===== src/rtl/priv_1_12_pc_redirect.sv =====
// rtl/priv_1_12_pc_redirect.sv - trap entry/return PC redirect sequencer (optional PRIV_VECTORED_MTVEC_EN)
module priv_1_12_pc_redirect #(
    parameter int CAUSE_W = 5
) (
    input  logic        CLK,
    input  logic        RST,
    input  logic        intr,
    input  logic        mret,
    input  logic        sret,
    input  logic        uret,
    input  logic        pipe_clear,
    input  logic [31:0] curr_mtvec,
    input  logic [31:0] curr_mcause,
    input  logic [31:0] curr_mepc,
    output logic        insert_pc,
    output logic [31:0] priv_pc,
    output logic        redirect_busy
);

    typedef enum logic [1:0] {IDLE, PEND, FIRE} state_t;
    typedef enum logic [1:0] {KIND_NONE, KIND_TRAP, KIND_RET} kind_t;

    state_t      state, next_state;
    kind_t       kind, next_kind;
    kind_t       req_kind, eff_kind;
    logic [31:0] next_pc;
    logic [31:0] trap_base;
    logic [31:0] trap_target;
    logic        req;

    assign trap_base = {curr_mtvec[31:2], 2'b00};

`ifdef PRIV_VECTORED_MTVEC_EN
    logic [31:0] vec_off;
    logic        unused_mcause_bits;

    always_comb begin
        vec_off = '0;
        vec_off[CAUSE_W+1:2] = curr_mcause[CAUSE_W-1:0];
    end

    // Only interrupts in mode 1 are vectored; exceptions and modes 2/3 use the base.
    assign trap_target = (curr_mtvec[1:0] == 2'b01 && curr_mcause[31])
                       ? trap_base + vec_off : trap_base;
    assign unused_mcause_bits = ^curr_mcause;
`else
    logic unused_cfg_bits;

    assign trap_target     = trap_base;
    assign unused_cfg_bits = ^{curr_mcause, curr_mtvec[1:0]};
`endif

    assign req      = intr | mret | sret | uret;
    assign req_kind = intr ? KIND_TRAP : KIND_RET;
    // A trap arriving while a return waits takes over the pending slot.
    assign eff_kind = (intr || kind == KIND_TRAP) ? KIND_TRAP : KIND_RET;

    always_comb begin
        next_state = state;
        next_kind  = kind;
        next_pc    = priv_pc;
        case (state)
            IDLE: begin
                if (req) begin
                    if (pipe_clear) begin
                        next_state = FIRE;
                        next_pc    = (req_kind == KIND_TRAP) ? trap_target : curr_mepc;
                    end else begin
                        next_state = PEND;
                        next_kind  = req_kind;
                    end
                end
            end
            PEND: begin
                if (pipe_clear) begin
                    next_state = FIRE;
                    next_kind  = KIND_NONE;
                    next_pc    = (eff_kind == KIND_TRAP) ? trap_target : curr_mepc;
                end else begin
                    next_kind = eff_kind;
                end
            end
            FIRE: begin
                // A request during the strobe must wait a full PEND pass.
                if (req) begin
                    next_state = PEND;
                    next_kind  = req_kind;
                end else begin
                    next_state = IDLE;
                    next_kind  = KIND_NONE;
                end
            end
            default: begin
                next_state = IDLE;
                next_kind  = KIND_NONE;
            end
        endcase
    end

    always_ff @(posedge CLK or posedge RST) begin
        if (RST) begin
            state   <= IDLE;
            kind    <= KIND_NONE;
            priv_pc <= 32'h0;
        end else begin
            state   <= next_state;
            kind    <= next_kind;
            priv_pc <= next_pc;
        end
    end

    assign insert_pc     = (state == FIRE);
    assign redirect_busy = (state != IDLE);

endmodule


===== config.mk =====
export PLATFORM = sky130hd
export DESIGN_NAME = priv_1_12_pc_redirect
export DESIGN_NICKNAME = d
export VERILOG_FILES = /design/src/rtl/priv_1_12_pc_redirect.sv
export SDC_FILE = /design/constraint.sdc
export NUM_CORES = 1
export LEC_CHECK = 0
export CAP_MARGIN = 0
export CORE_MARGIN = 2
export CORE_UTILIZATION = 30
export CTS_CLUSTER_DIAMETER = 100
export DETAILED_ROUTE_END_ITERATION = 8
export GPL_ROUTABILITY_DRIVEN = 0
export PLACE_DENSITY = 0.8
export SLEW_MARGIN = 15
export SYNTH_ARGS = -nofsm -noshare
export SYNTH_HDL_FRONTEND = slang
export SYNTH_SLANG_ARGS = --single-unit

===== constraint.sdc =====
create_clock -name CLK -period 4.3 [get_ports CLK]
set_input_delay 0.645 -clock CLK [delete_from_list [all_inputs] [get_ports CLK]]
set_output_delay 0.645 -clock CLK [all_outputs]
set_load 0.01 [all_outputs]

# [Yosys cells after proc, flatten, opt, wreduce, memory -nomap -nowiden]
# Index checks and enable logic that the tools add are counted.
[totals] regBits=36 word_cells=40
[op_classes] n_reduce_logical=7 bitwise_logic=3 eq_ne=9 muxes=18
[ops] operator="$mux 32" n=5
[ops] operator="$pmux 32 s2" n=1
[ops] operator="$mux 2" n=9
[ops] operator="$pmux 2 s3" n=2
[ops] operator="$eq 2x1->1 const B" n=4
[ops] operator="$ne 2x2->1 const B" n=4
[ops] operator="$reduce_and 2->1" n=2
[ops] operator="$reduce_and 4->1" n=1
[ops] operator="$reduce_bool 2->1" n=2
[ops] operator="$or 1x1->1" n=3
[ops] operator="$eq 2x2->1 const B" n=1
[ops] operator="$logic_not 2->1" n=1
[ops] operator="$logic_or 1x1->1" n=1
[ops] operator="$mux 1" n=1

# [Longest topological paths before layout]
# Gate-level depths: netlist of run 1.
[logic_depth] depth_word=7 depth_mapped=6

# [Worst setup path before layout of run 1]
# No wires, ideal clock.
[synth_timing] path_kind="input to register" start="input sret" end="register priv_pc[16]" setup_time_ps=119 arrival_time_ps=1673 cell_stages=5 path_buffers=2 slack_ps=2508 path_cell_list="or3_4 o31ai_4 buf_6 buf_6 o21ai_2"
[synth_via] elab_chain_cells=4
[synth_rtl] element="start: declaration" line="9" text="input logic sret,"
[synth_rtl] element="$or 1x1->1 (2 in series)" line="53" text="assign req = intr | mret | sret | uret;"
[synth_rtl] element="$ne 2x2->1 (no line)"
[synth_rtl] element="$reduce_and 4->1 (no line)"
[synth_rtl] element="end signal: assignment" line="108" text="priv_pc <= next_pc;"
[synth_rtl] element="end: declaration" line="16" text="output logic [31:0] priv_pc,"
# No other way between the ends.
# A chain may end at the register's enable or synchronous reset.

# [Worst setup path in the final report of run 1]
[layout_timing] start="input intr" end="register priv_pc[29]"
[layout_via] elab_chain_cells=6 elab_cells_between_ends=16
[layout_rtl] element="start: declaration" line="7" text="input logic intr,"
[layout_rtl] element="$mux 2 or $logic_or 1x1->1 (tied branches)" line="54, 56"
[layout_rtl] element="$eq 2x1->1 or $mux 2 (tied branches)" line="67, 56"
[layout_rtl] element="$mux 32 or $eq 2x1->1 (tied branches)" line="67, 78"
[layout_rtl] element="$mux 32, on equally long branches" line="65, 78"
[layout_rtl] element="$mux 32, on equally long branches" line="64, 75"
[layout_rtl] element="$pmux 32 s2" line="62" text="case (state)"
# Parallel ways exist; a longest one is shown, timed or not. The select of a mux whose other input is x is not followed.

==> results of run 1 <==
## worst paths after layout
check / to / depth (start not counted)
setup / recovery: priv_pc[29]$_DFFE_PP0P_ / 5
hold reg to reg: priv_pc[17]$_DFFE_PP0P_ / 2
max in group asynchronous: priv_pc[0]$_DFFE_PP0P_ / 3
hold / removal: priv_pc[17]$_DFFE_PP0P_ / 2
setup reg to reg: priv_pc[29]$_DFFE_PP0P_ / 4
min in group asynchronous: priv_pc[14]$_DFFE_PP0P_ / 2
## per-layer routing
metal  track usage, %  part of all wire, %
met4             2.68                 0.88
met5                0                    0
met3             5.86                  9.1
met2             24.6                   52
met1             13.4                   39
## flip-flops by register name (all words and copies together) (netlist names)
| signal | flops |
|---|---|
| priv_pc | 32 |
| kind | 2 |
| state | 2 |
## kinds of logic (layout without fill, tap and decap cells)
group	after synthesis	count (layout)	synth area share (%)
flip-flops	36	36	48.3
multiplexers	30	30	16.1
buffers and inverters	17	119	7.31
AO/OA/AOI/OAI	41	41	18.1
AND/OR/NAND/NOR	45	45	10.2
## power by group through the flow
stage,registers [uW],logic (uW),clock network [uW]
2_1_floorplan,451,138,0
3_3_place_gp,428,333,0
3_5_place_dp,433,340,0
4_1_cts,426,341,421
5_1_grt,433,363,437
6_report,425,334,411
## area by class of cell
class                           count  area (um2)
Clock inverter                      3        90.1
Inverter                            5        18.8
Clock buffer                        5        68.8
Multi-Input combinational cell    116         828
Sequential cell                    36         901
Tap cell                           75        93.8
Timing Repair Buffer              106        1050
Fill cell                         567        2900
## per-stage QoR
stage / setup slack, ns / area (um2) / std cells / power, uW
floorplan: 2.51 / 1870 / 169 / 590
global placement: 1.61 / 2890 / 338 / 761
detailed placement: 1.54 / 2890 / 338 / 773
CTS: 1.84 / 3050 / 346 / 1190
global route: 1.74 / 3050 / 346 / 1230
finish: 1.86 / 3050 / 346 / 1170
## cells in the mapped netlist
cell,number
o21ai_0,11
a31oi_4,1
o21ai_2,23
nand2_1,34
buf_6,3
o311ai_0,1
buf_2,2
o211ai_1,1
mux2i_1,30
nand2b_1,1
clkbuf_2,1
o31ai_4,1
nand3b_1,1
dfrtp_1,36
nor2_1,4
a21oi_1,1
inv_1,5
buf_4,2
nor2b_1,2
a222oi_1,1
or3_4,1
a211oi_1,1
clkbuf_1,1
buf_8,2
buf_12,1
nor3_1,2
## tightest hold or removal path, stage by stage, from the launching register on
cell	delay, ns
dfrtp_1	0.34
nand2_1	0.06
o21ai_2	0.05
==> impl_results.md, run 1 <==
* Setup TNS at 0 ns
* Logic pwr share at 28.5%
* Core ar. at 5960 um2
* Crit end category: flop
* Crit-path cells: clkdlybuf4s50_1 -> a31oi_4 -> buf_4 -> mux2i_1 -> o21ai_0
* Post-Route WL at 4.30 mm
* YS warnings at 0
* GRT overflow at 0
* Starting DRC count in detailed routing at 46
* Top-level port count at 137
* Worst-path fanout max at 23
* Leakage Power at 0.00132 uW
* Cell family with the largest share of critical-path delay: buffers and inverters
* Kind of critical path: input pin to flop
* Period utilization at 56.7%
* Post-route ant nets at 0
* Peak VDD IR at 0.173 mV
* Commonest non-fill, non-tap cell in the layout: clkdlybuf4s50_1
* Yosys reg bits at 36
* DRC viols at 0
* Endpoints failing hold at 0
* First-pass GRT wire length at 7.46 mm
* Gr usage total at 13.1%
* Vias in the first global route at 1610
* Pint at 880 uW
* Max-slew violations at 0
* Sink Count at 36
* Average vias per placed instance at 4.47
* Clock power share at 35.2%
* Hold WC Path Type: flop to flop
* RSZ-0062 raised after global routing: no
* Flop pwr share at 36.3%
* Clock slew at the register clock pins of the worst setup and hold paths at 0.07 ns
* Die Area at 6860 um2
* Final hold slack at 0.475 ns
* Setup Buffers After CTS at 0
* # rows at 28
* Status: complete, no violations
* Setup crit start: intr
* Final nets at 373
* Clk_lat worst skew at 0.28 ns
* Die Y at 82.9 um
* Min cycle time layout at 2.44 ns
* CTS Buf Count at 5
* Max_cap viols at 0
* Overall die width at 82.9 um
* Hpwl dp at 3.34 mm
* Final count of negative-setup-slack endpoints at 0
* 1st-pass router iterations at 4
* Layout cells sized above 1 at 14.4%
* Fin util at 51.2%
* Max transition margin at 60.1%
* Fmax at 410 MHz
* Area grow syn2layout at 63.6%
* CTS Hold Bufs at 0
* TritonCTS clock tree: done
* N_diodes at 0
* Clk root buf: clkbuf_8
* Syn Nets at 272
* Pwr per Cell Area at 383 nW/um2
* Startpoint types: input pin
* Final Skew at 0.00484 ns
* Setup slack, reg-to-reg at 2.31 ns
* Wire length per cell at 12.4 um
* Hold_sp: priv_pc[17]$_DFFE_PP0P_
* Slew @ Worst Pin at 0.597 ns
* Top cells by area, synth: dfrtp_1 48%, mux2i_1 16%, o21ai_2 11%
* CP max stage delay at 0.60 ns
* Worst path buffer plus inverter count at 2
* Post-cts gate resize count at 0
* Maximum clock path buffer count at 2
* Pin count of the biggest net entering global routing at 39
* Register area share after synthesis at 48.3%
* Synth top area share at 48.3%
* Starting Density at 31.3%
* Synth Cell Area at 1870 um2
* Critical Path RT at 4.46 ns
* Initial antenna violation count at 0
* Syn_area_per_cell at 11.0 um2
* Area leader, netlist: dfrtp_1
* Sw Pwr at 290 uW
* Crit path arrival time at 2.59 ns
* Switching share of power at 24.8%
* Synth cell types at 26
* Syn Inst Count at 169
* Most frequent cells in the layout: 102 x clkdlybuf4s50_1, 36 x dfrtp_1, 34 x nand2_1
* Via count at 1545
* Buffers on Ports at 102
* Clock H-tree levels at 2
* Reg2Reg Launch Point: state[0]$_DFFE_PP0P_
* Slowest CP cell: clkdlybuf4s50_1
No activity file was read; power rests on OpenSTA's default activity.
==> inputs of run 2 (changes only) <==
Clock period 4.3 ns to 2.37 ns, I/O delays scaled along.
==> run 2 against run 1 <==
Against the previous run: wire length down 2.5%; sequential power grew 81%; largest power group unchanged; clock power rose by 5.8%; via count grew 1.0%; power grew 56%; critical path type is now flop to output pin.
==> impl_results.md, run 2 (same netlist as run 1, synthesis figures left out) <==
* Status: complete, no violations (unchanged)
* GRT overflow at 0 (unchanged)
* Setup Buffers After CTS at 0 (unchanged)
* Setup TNS at 0 ns (unchanged)
* Final count of negative-setup-slack endpoints at 0 (unchanged)
* Critical Path RT at 2.01 ns (was 4.46 ns)
* Pin count of the biggest net entering global routing at 39 (unchanged)
* 1st-pass router iterations at 4 (unchanged)
* Period utilization at 81.2%
* # rows at 28 (unchanged)
* Clock power share at 23.9% (was 35.2%)
* Clock slew at the register clock pins of the worst setup and hold paths at 0.07 ns (about the same)
* Wire length per cell at 12.1 um (was 12.4 um)
* Pre-CTS setup slack at 0.254 ns (was 1.54 ns)
* M3 GR Usage at 6.46% (was 5.86%)
* Pwr per Cell Area at 604 nW/um2 (was 383 nW/um2)
* Layout cells sized above 1 at 14.3% (was 14.4%)
* Fin util at 50.7% (was 51.2%)
* Max_cap viols at 0 (unchanged)
* Overall die width at 82.9 um (unchanged)
* CTS Buf Count at 5 (unchanged)
* TritonCTS clock tree: done (unchanged)
* Leakage Power at 0.00130 uW (was 0.00132 uW)
* Die Area at 6860 um2 (unchanged)
* Post-Route WL at 4.19 mm (was 4.30 mm)
* Worst r2r dst: priv_pc[13]$_DFFE_PP0P_ (was priv_pc[29]$_DFFE_PP0P_)
* Final hold slack at 0.476 ns (was 0.475 ns)
* Average vias per placed instance at 4.50 (was 4.47)
* Vias in the first global route at 1540 (was 1610)
* Register area at 901 um2 (unchanged)
* Core ar. at 5960 um2 (unchanged)
* N_diodes at 0 (unchanged)
* Top-level port count at 137 (unchanged)
* Max reg flops at 32 (unchanged)
* Logic pwr share at 33.8% (was 28.5%)
* Via count at 1561 (was 1545)
* Post-route ant nets at 0 (unchanged)
* Hpwl dp at 3.19 mm (was 3.34 mm)
* Clk root buf: clkbuf_8 (unchanged)
* Commonest non-fill, non-tap cell in the layout: clkdlybuf4s50_1 (unchanged)
* # fillers at 562 (was 567)
* Most frequent cells in the layout: 102 x clkdlybuf4s50_1, 36 x dfrtp_1, 34 x nand2_1 (unchanged)
* Kind of critical path: flop to output pin (was input pin to flop)
* RSZ-0062 raised after global routing: no (unchanged)
* Final nets at 374 (was 373)
* Hold WC Path Type: input pin to asynchronous set/reset pin (was flop to flop)
* Die Y at 82.9 um (unchanged)
* Min setup slack post-route at 0.445 ns (was 1.86 ns)
* Worst r2r path cells at 4 (unchanged)
* Starting DRC count in detailed routing at 56 (was 46)
* Post-cts gate resize count at 0 (unchanged)
* CTS Hold Bufs at 0 (unchanged)
* Switching share of power at 28.0% (was 24.8%)
* Pwr Total at 1820 uW (was 1170 uW)
* Sink Count at 36 (unchanged)
* Max transition margin at 70.0% (was 60.1%)
* Area grow syn2layout at 61.8% (was 63.6%)
* Max-slew violations at 0 (unchanged)
* Top reg by flops: priv_pc (unchanged)
* Pint at 1310 uW (was 880 uW)
* Setup slack, reg-to-reg at 0.87 ns (was 2.31 ns)
* Sw Pwr at 511 uW (was 290 uW)
* Starting Density at 31.3% (unchanged)
* First-pass GRT wire length at 7.13 mm (was 7.46 mm)
* GR peak layer: met2 (unchanged)
* Grt met1 use at 13.4% (about the same)
* Worst-path fanout max at 11 (was 23)
* Initial antenna violation count at 0 (unchanged)
* Crit end category: output pin (was flop)
* Startpoint types: flop (was input pin)
* Reg2Reg Launch Point: state[0]$_DFFE_PP0P_ (unchanged)
* Maximum clock path buffer count at 2 (unchanged)
* DRC viols at 0 (unchanged)
* Area of the multi-input gates at 828 um2 (unchanged)
* Crit path arrival time at 1.57 ns (was 2.59 ns)
* Clk_lat worst skew at 0.28 ns (about the same)
* Peak VDD IR at 0.257 mV (was 0.173 mV)
* Routing usage on met2 at 22.7% (was 24.6%)
* Slew @ Worst Pin at 0.450 ns (was 0.597 ns)
* Buffers on Ports at 102 (unchanged)
* Largest registers: priv_pc (32), kind (2), state (2) (unchanged)
* Flop pwr share at 42.3% (was 36.3%)
* Gr usage total at 12.7% (was 13.1%)
* Clock H-tree levels at 2 (unchanged)
* Fmax at 520 MHz
* Final Skew at 0.00334 ns (was 0.00484 ns)
* Endpoints failing hold at 0 (unchanged)
* Min cycle time layout at 1.92 ns
-- run 2: cell types whose count changed in the layout (fill, tap and decap cells not counted), sizes merged --
cell	change
clkbuf	+1
bufinv	-3
buf	+1
clkinv	+2
-- run 2: final cells by class --
type | instances | area share (%)
clock inverters | 2 | 0.332
inverters | 5 | 0.622
multi-input cells | 116 | 27.4
repair buffers | 107 | 35.9
well taps | 75 | 3.11
flip-flops and latches | 36 | 29.9
clock buffers | 6 | 2.74
-- run 2: routing by layer --
layer | part of all wire [%] | routed length (um) | vias up
li1 | - | - | 796
met1 | 39 | 1630 | 695
met2 | 51 | 2140 | 68
met3 | 9.9 | 415 | 2
met4 | 0.29 | 12 | 0
met5 | 0 | 0 | -
-- run 2: metrics by stage --
stage,instances,instance area (um2)
final,347,3020
after global routing,347,3020
after CTS,347,3020
after detailed placement,339,2930
after global placement,339,2930
after floorplan,169,1870
-- run 2: power by group through the flow --
stage / sequential, uW / combinational (uW) / clock [uW]
2_1_floorplan: 819 / 251 / 0
3_3_place_gp: 777 / 615 / 0
3_5_place_dp: 784 / 627 / 0
4_1_cts: 773 / 629 / 457
5_1_grt: 785 / 666 / 498
6_report: 771 / 616 / 435
-- run 2: how the worst max path moves through the flow --
stage                               startpoint                      end  slack, ns  depth (start not counted)
after floorplan                           sret  priv_pc[16]$_DFFE_PP0P_       0.87                          5
after detailed placement                  sret  priv_pc[13]$_DFFE_PP0P_       0.25                          6
after global routing      state[1]$_DFFE_PP0P_                insert_pc       0.36                          3
final                     state[0]$_DFFE_PP0P_            redirect_busy       0.45                          3
after global placement                    sret  priv_pc[11]$_DFFE_PP0P_       0.31                          6
after CTS                 state[0]$_DFFE_PP0P_            redirect_busy       0.43                          3
-- run 2: critical path: stages, from the launching register on --
cell and delay [ns]:
dfrtp_1 0.60, nor2_1 0.10, inv_1 0.07, clkdlybuf4s50_1 0.52
==> inputs of run 3 (changes only) <==
Settings changed: PLACE_DENSITY 0.8 to 0.83.
Clock period 2.37 ns to 1.6 ns, I/O delays scaled along.
==> run 3 against run 2 <==
Against the previous run: setup slack got worse by 0.40 ns; largest power group unchanged; non-clock buffer count increased by 7; first-iteration DRC count decreased by 45%; largest cell class unchanged; combinational power increased by 56%; count of clock-buffer cells in the layout increased by 1.
==> impl_results.md, run 3 (same netlist as run 1, synthesis figures left out) <==
* # fillers at 554 (was 562)
* CP max stage delay at 0.40 ns (was 0.60 ns)
* Final count of negative-setup-slack endpoints at 0 (unchanged)
* N_diodes at 0 (unchanged)
* Endpoints failing hold at 0 (unchanged)
* Crit path arrival time at 1.70 ns (was 1.57 ns)
* Max reg flops at 32 (unchanged)
* Post-Route WL at 4.54 mm (was 4.19 mm)
* Max_cap viols at 0 (unchanged)
* Clk_lat worst skew at 0.27 ns (was 0.28 ns)
* Gr usage total at 14.2% (was 12.7%)
* Wire length per cell at 12.9 um (was 12.1 um)
* Final nets at 381 (was 374)
* Hpwl dp at 3.56 mm (was 3.19 mm)
* Setup TNS at 0 ns (unchanged)
* Pint at 2010 uW (was 1310 uW)
* Top-level port count at 137 (unchanged)
* Area grow syn2layout at 66.5% (was 61.8%)
* Initial antenna violation count at 0 (unchanged)
* First-pass GRT wire length at 7.87 mm (was 7.13 mm)
* Crit-path cells: clkdlybuf4s50_1 -> or3_4 -> o31ai_4 -> buf_12 -> o21ai_0 (was nor2_1 -> inv_1 -> clkdlybuf4s50_1)
* Status: complete, no violations (unchanged)
* Top reg by flops: priv_pc (unchanged)
* Crit end category: flop (was output pin)
* Overall die width at 82.9 um (unchanged)
* RSZ-0062 raised after global routing: yes (was no)
* Kind of critical path: input pin to flop (was flop to output pin)
* Maximum clock path buffer count at 2 (unchanged)
* Max transition margin at 77.9% (was 70.0%)
* Commonest non-fill, non-tap cell in the layout: clkdlybuf4s50_1 (unchanged)
* Min cycle time layout at 1.56 ns
* Largest registers: priv_pc (32), kind (2), state (2) (unchanged)
* Starting Density at 31.3% (unchanged)
* Die Area at 6860 um2 (unchanged)
* Worst r2r path cells at 6 (was 4)
* Buffers on Ports at 102 (unchanged)
* Vias in the first global route at 1731 (was 1540)
* Period utilization at 97.5%
* Clock H-tree levels at 2 (unchanged)
* Most frequent cells in the layout: 100 x clkdlybuf4s50_1, 35 x dfrtp_1, 34 x nand2_1 (was 102 x clkdlybuf4s50_1, 36 x dfrtp_1, 34 x nand2_1)
* Pwr per Cell Area at 890 nW/um2 (was 604 nW/um2)
* # rows at 28 (unchanged)
* Cell family with the largest share of critical-path delay: buffers and inverters (was flip-flops)
* Logic pwr share at 34.7% (was 33.8%)
* Sw Pwr at 757 uW (was 511 uW)
* Worst path buffer plus inverter count at 2 (unchanged)
* TritonCTS clock tree: done (unchanged)
* Die Y at 82.9 um (unchanged)
* Hold WC Path Type: input pin to asynchronous set/reset pin (unchanged)
* Leakage Power at 0.00135 uW (was 0.00130 uW)
* Clk root buf: clkbuf_8 (unchanged)
* Worst-path fanout max at 42 (was 11)
* Pin count of the biggest net entering global routing at 43 (was 39)
* Fmax at 641 MHz
* Final Skew at 0.00235 ns (was 0.00334 ns)
* Starting DRC count in detailed routing at 31 (was 56)
* DRC viols at 0 (unchanged)
* Max-slew violations at 0 (unchanged)
* GRT overflow at 0 (unchanged)
* Post-route ant nets at 0 (unchanged)
* Startpoint types: input pin (was flop)
* Sink Count at 36 (unchanged)
* CTS Buf Count at 5 (unchanged)
* 1st-pass router iterations at 4 (unchanged)
* Core ar. at 5960 um2 (unchanged)
* Switching share of power at 27.4% (was 28.0%)
* Peak VDD IR at 0.344 mV (was 0.257 mV)
* Critical Path RT at 1.74 ns (was 2.01 ns)
* Via count at 1625 (was 1561)
* Layout cells sized above 1 at 17.6% (was 14.3%)
* Slowest CP cell: or3_4 (was dfrtp_1)
* Flop pwr share at 41.1% (was 42.3%)
* Average vias per placed instance at 4.60 (was 4.50)
* Clock slew at the register clock pins of the worst setup and hold paths at 0.06 ns (was 0.07 ns)
* Slew @ Worst Pin at 0.327 ns (was 0.450 ns)
* Fin util at 52.2% (was 50.7%)
* CP Depth at 5 (was 3)
* Clock power share at 24.1% (was 23.9%)
-- run 3: cell types whose count changed in the layout (fill, tap and decap cells not counted), moves of 2 or more --
| cell | before | now |
|---|---|---|
| clkdlybuf4s50_1 | 102 | 100 |
| dlygate4sd2_1 | 0 | 2 |
| clkinv_2 | 2 | 0 |
| buf_4 | 3 | 7 |
| buf_12 | 2 | 4 |
-- run 3: through the flow --
stage          hold WS (ns)  cells  total power [uW]  setup WS (ns)  instance area, um2
2_1_floorplan         0.376    169              1590          0.140                1870
3_3_place_gp          0.459    343              2080         -0.268                2980
3_5_place_dp          0.465    343              2120         -0.319                2980
4_1_cts               0.321    353              2810         0.0365                3100
5_1_grt               0.338    353              2960       -0.00578                3110
6_report              0.321    353              2760         0.0405                3110
-- run 3: what timing repair did --
item	in CTS	in global routing
setup buffers	3	0
setup endpoints to repair	7	3
hold buffers	0	0
gates resized for setup	6	1
endpoints found under the hold margin	0	0
-- run 3: area by class of cell --
cell class	instances	area (um2)	share of cell area (%)
timing repair buffer	114	1160	37.4
sequential	36	902	29.0
multi-input combinational	116	833	26.8
clock buffer	7	96.3	3.10
tap	75	93.8	3.02
inverter	5	18.8	0.604
-- run 3: tightest hold or removal path: stages --
cell and delay (ns):
clkdlybuf4s50_1 0.40, inv_1 0.10, buf_12 0.22
-- run 3: power by group through the flow --
stage	clock, uW	combinational, uW	sequential, uW
floorplan	0	372	1210
global placement	0	929	1150
detailed placement	0	958	1160
CTS	700	977	1140
global route	763	1040	1160
finish	667	960	1140
-- run 3: path summary, 6_finish.rpt --
check                                       start                       to  slack (ns)
setup / recovery                             sret  priv_pc[29]$_DFFE_PP0P_        0.04
hold / removal                                RST  priv_pc[14]$_DFFE_PP0P_        0.32
setup reg to reg             state[1]$_DFFE_PP0P_  priv_pc[26]$_DFFE_PP0P_        0.10
hold reg to reg            priv_pc[7]$_DFFE_PP0P_   priv_pc[7]$_DFFE_PP0P_        0.48
max in group asynchronous                     RST     state[0]$_DFFE_PP0P_        1.09
min in group CLK           priv_pc[7]$_DFFE_PP0P_   priv_pc[7]$_DFFE_PP0P_        0.48
-- run 3: metal layers --
metal	up-vias	part of all wire (%)	track usage, %
li1	805	-	-
met1	743	38	14.8
met2	75	52	25.6
met3	2	9.1	6.56
met4	0	0.68	4.02
met5	-	0	0
